File: config.mk
export PLATFORM = sky130hd
export DESIGN_NAME = pop_counter_bank
export DESIGN_NICKNAME = d
export VERILOG_FILES = /design/src/rtl/pop_counter_bank.sv
export SDC_FILE = /design/constraint.sdc
export NUM_CORES = 1
export LEC_CHECK = 0
export BUFFER_PORTS_ARGS = -buffer_cell sky130_fd_sc_hd__buf_2
export CAP_MARGIN = 10
export CORE_ASPECT_RATIO = 0.7
export CORE_MARGIN = 2
export CORE_UTILIZATION = 30
export CTS_BUF_LIST = sky130_fd_sc_hd__clkbuf_4 sky130_fd_sc_hd__clkbuf_8
export DETAILED_ROUTE_END_ITERATION = 12
export PLACE_DENSITY = 0.53
export SLEW_MARGIN = 20
export SYNTH_ARGS = -nofsm -noshare
export SYNTH_HDL_FRONTEND = slang
export SYNTH_SLANG_ARGS = --single-unit
export TNS_END_PERCENT = 30
File: constraint.sdc
create_clock -name clk -period 1.96 [get_ports clk]
set_input_delay 0.392 -clock clk [delete_from_list [all_inputs] [get_ports clk]]
set_output_delay 0.392 -clock clk [all_outputs]
set_load 0.01 [all_outputs]
File: src/rtl/pop_counter_bank.sv
// Bank of per-channel FIFO pop counters with an indexed, IDLE-gated read port.
// Define CNT_CLR_ON_READ_EN to make in-range reads clear the selected counter and its ovf bit.
module pop_counter_bank #(
  parameter int NUM_CH   = 5,
  parameter int CNT_W    = 5,
  parameter int IDX_W    = 3,
  parameter int SAT_MODE = 0
) (
  input  logic              clk,
  input  logic              reset_L,
  input  logic              IDLE,
  input  logic              req,
  input  logic [IDX_W-1:0]  idx,
  input  logic [NUM_CH-1:0] fifo_pop,
  output logic              valid,
  output logic [CNT_W-1:0]  data_out,
  output logic              err,
  output logic [NUM_CH-1:0] ovf
);

  typedef enum logic {
    R_WAIT,
    R_RESP
  } r_state_t;

  localparam logic [CNT_W-1:0] CNT_MAX = '1;
  localparam logic [IDX_W:0] CH_LIM = (IDX_W+1)'(NUM_CH);

  r_state_t         state_q;
  r_state_t         state_d;
  logic [CNT_W-1:0] cnt_q [NUM_CH];
  logic [CNT_W-1:0] cnt_d [NUM_CH];
  logic [NUM_CH-1:0] ovf_d;
  logic [NUM_CH-1:0] clr;
  logic [CNT_W-1:0] sel_cnt;
  logic             accept;
  logic             in_range;

  assign accept   = req & IDLE;
  assign in_range = {1'b0, idx} < CH_LIM;
  assign valid    = (state_q == R_RESP);

  always_comb begin
    sel_cnt = '0;
    for (int i = 0; i < NUM_CH; i++) begin
      if (idx == IDX_W'(i)) sel_cnt = cnt_q[i];
    end
  end

`ifdef CNT_CLR_ON_READ_EN
  always_comb begin
    clr = '0;
    for (int i = 0; i < NUM_CH; i++) begin
      clr[i] = accept & in_range & (idx == IDX_W'(i));
    end
  end
`else
  assign clr = '0;
`endif

  // A read-clear wins over the pop, but the pop still lands.
  always_comb begin
    for (int i = 0; i < NUM_CH; i++) begin
      cnt_d[i] = cnt_q[i];
      ovf_d[i] = ovf[i];
      if (clr[i]) begin
        cnt_d[i] = CNT_W'(fifo_pop[i]);
        ovf_d[i] = 1'b0;
      end else if (fifo_pop[i] && cnt_q[i] == CNT_MAX) begin
        ovf_d[i] = 1'b1;
        cnt_d[i] = (SAT_MODE != 0) ? CNT_MAX : '0;
      end else if (fifo_pop[i]) begin
        cnt_d[i] = cnt_q[i] + 1'b1;
      end
    end
  end

  always_comb begin
    state_d = state_q;
    unique case (state_q)
      R_WAIT:  if (accept) state_d = R_RESP;
      R_RESP:  state_d = accept ? R_RESP : R_WAIT;
      default: state_d = R_WAIT;
    endcase
  end

  always_ff @(posedge clk or negedge reset_L) begin
    if (!reset_L) begin
      state_q  <= R_WAIT;
      cnt_q    <= '{default: '0};
      ovf      <= '0;
      data_out <= '0;
      err      <= 1'b0;
    end else begin
      state_q <= state_d;
      cnt_q   <= cnt_d;
      ovf     <= ovf_d;
      if (accept) begin
        data_out <= in_range ? sel_cnt : '0;
        err      <= ~in_range;
      end
    end
  end

endmodule

==> out/summary.txt <==
Tot GR Track Use -> 0.1242
Port Buffers -> 23
P_leak -> 1.098 nW
WL final -> 3.833 mm
initial core utilization -> 0.3075
PwrDens -> 1267 nW/um2
CTS clk-pin slew, worst paths -> 0.07 ns
outcome -> complete, no violations
first-pass GRT wire length -> 6.741 mm
Post-synth EDFFs -> 0
Post-DP Area -> 2100 um2
filler instances -> 603
met3 WL -> 188 um
worst r2r src -> cnt_q[20]$_DFFE_PN0P_
cell area after layout -> 2201 um2
Routed met1 length -> 2.126 mm
Die W -> 98.95 um
clock root buffer -> clkbuf_8
Resized cells post-CTS -> 0
Area contributors post-synth -> dfrtp_1 (49%), mux2_2 (7.1%), ha_1 (6.6%)
Crit path required time -> 2.17 ns
TritonCTS buffer count -> 5
unrepaired setup endpoints after global routing -> no
period utilization -> 0.8859
CP max stage cell -> dfrtp_1
HPWL Detailed -> 2.858 mm
cell taking the most area after synthesis -> dfrtp_1
row count -> 24
CP arrival -> 1.94 ns
max incr delay on CP -> 0.43 ns
Syn Inst Count -> 171
final setup fails -> 0
P&R area growth vs syn -> 16.26%
largest net degree at the start of global routing -> 23
die height -> 70.46 um
vias in the first global route -> 1364
Primary FF master, synth -> dfrtp_1
Hold WC Path Type -> in -> async
Ant. Diodes -> 0
Yosys cell types -> 34
post-DR vias/cell -> 4.939
Total Die Area -> 6972 um2
Final #Nets -> 220
drt wl/cell -> 13.84 um
initial antenna violation count -> 0
Critical Path Sink Type -> flop
Seq/Total Area, Yosys -> 0.4891
setup tns final -> 0 ns
Setup Fix Bufs, Post-CTS -> 0
R2R Setup Slk -> 0.22 ns
routability-driven placement congestion ratio -> 0.7201
H-tree Lvls -> 2
grt ovf -> 0
core area -> 6156 um2
Yosys warning count -> 0
fmax -> 575.9 MHz
clock sinks -> 37
Synth Area per Inst -> 11.07 um2
Storage cell area -> 925.9 um2
slew margin rel. -> 0.7371
Vias -> 1368
R2R Path End -> cnt_q[23]$_DFFE_PN0P_
max-capacitance violation count -> 0
worst-skew pair later-pin latency -> 0.29 ns
reg2reg path depth -> 6
peak supply drop -> 520.9 uV
#FFs+latches synth -> 37
Slew @ Worst Pin -> 0.3943 ns
Hold Vio Cnt, Final -> 0
Mapped Area -> 1893 um2
maximum buffer depth of the clock tree -> 2
max-slew violation count -> 0
CP startpoint kind -> flop
clock tree from TritonCTS -> yes
Setup Crit Path Kind -> reg -> reg
total power -> 2.789 mW
I/O Pins -> 24
layout cells sized above 1 -> 0.2362
FFs w/ async S/R, synth -> 1.000
CP cell instances -> ha_1, and3_1, ha_1, nor2b_1, nand4_1, o21ai_0
1st-iter DRT viols -> 45
Top Layer Used -> met4
cell mode on critical path -> ha_1
CTS Hold Buffers Added -> 0
top-area cell type share of the netlist area -> 0.4891
Multi-input gate area -> 899.6 um2
Period minus WS final -> 1.736 ns
drc violations -> 0
Clock Skew -> 0.003841 ns
DRT antenna net count -> 0
DR WL met2 -> 1.462 mm
net count after synthesis -> 193
Worst Path Max Fanout -> 5
1st-pass router iterations -> 4
## registers in the layout, indices dropped and copies added (netlist names)
name,count
valid,1
data_out,5
err,1
ovf,5
cnt_q,25
## critical path: cells and delay by family (launching register included)
family | cells | cell delay [ns]
simple gates | 3 | 0.59
flops | 1 | 0.43
fa+ha+maj | 2 | 0.47
compound gates | 1 | 0.17
## how the worst max path moves through the flow
stage                                startpoint               endpoint  slack, ns
after floorplan           cnt_q[20]$_DFFE_PN0P_  cnt_q[23]$_DFFE_PN0P_       0.45
after global placement    cnt_q[20]$_DFFE_PN0P_  cnt_q[23]$_DFFE_PN0P_       0.31
after detailed placement  cnt_q[20]$_DFFE_PN0P_  cnt_q[23]$_DFFE_PN0P_       0.24
after CTS                 cnt_q[20]$_DFFE_PN0P_  cnt_q[23]$_DFFE_PN0P_       0.22
after global routing      cnt_q[20]$_DFFE_PN0P_  cnt_q[23]$_DFFE_PN0P_       0.05
final                     cnt_q[20]$_DFFE_PN0P_  cnt_q[23]$_DFFE_PN0P_       0.22
## area by class of cell
class | instances | area share
Clock inverter | 1 | 0.002274
Clock buffer | 7 | 0.04377
Sequential cell | 37 | 0.4207
Inverter | 11 | 0.01876
Timing Repair Buffer | 24 | 0.06140
Multi-Input combinational cell | 119 | 0.4088
Tap cell | 78 | 0.04434
## cells in the mapped netlist, types with 2 or more instances
cell,instances
dfrtp_1,37
o21ai_0,13
mux2_2,12
inv_1,11
nand2_1,11
ha_1,10
mux2i_1,10
o22ai_1,8
nor2_1,6
nor2b_1,6
a21o_1,5
and3_1,5
a31oi_1,4
a221o_1,3
a22o_1,3
and4_1,3
nand4_1,3
a21boi_0,2
buf_2,2
nand2b_1,2
nand3_1,2
## layer usage
layer,GRT usage,vias to the layer above
met1,0.1852,649
met2,0.1637,30
li1,-,684
met3,0.03904,5
met5,0,-
met4,0.05023,0
## cell families (layout without fill, tap and decap cells)
logic type,Yosys count,in the layout,synth area share
flops,37,37,0.4891
buf+inv,15,43,0.03569
compound gates,44,44,0.1600
mux,22,22,0.1243
fa+ha+maj,10,10,0.06609
simple gates,43,43,0.1249
## power breakdown
part	internal (mW)	switching [mW]
combinational	0.463	0.389
sequential	1.05	0.297
clock	0.318	0.269
total	1.83	0.956
## metrics by stage
| step | util | std cells | hold WS, ns | worst slack (ns) |
|---|---|---|---|---|
| after floorplan | - | 171 | 0.09641 | 0.4495 |
| after global placement | 0.3411 | 269 | 0.3449 | 0.3083 |
| after detailed placement | 0.3411 | 269 | 0.3491 | 0.2382 |
| after CTS | 0.3575 | 277 | 0.03104 | 0.2195 |
| after global routing | 0.3575 | 277 | 0.03373 | 0.05369 |
| final | 0.3575 | 277 | 0.01825 | 0.2236 |
## cell usage in the layout, fill, tap and decap left out, types with 2 or more instances in the layout
master / count
mux2_2: 12
clkbuf_8: 7
nand4_1: 3
and4_1: 3
buf_2: 23
o22ai_1: 8
a21boi_0: 2
mux2i_1: 10
nor2_1: 6
o21ai_0: 13
nor2b_1: 6
a31oi_1: 4
a221o_1: 3
nand2_1: 11
ha_1: 10
dfrtp_1: 37
nand2b_1: 2
a21o_1: 5
a22o_1: 3
nand3_1: 2
and3_1: 5
inv_1: 11
No activity file was read; power rests on OpenSTA's default activity.
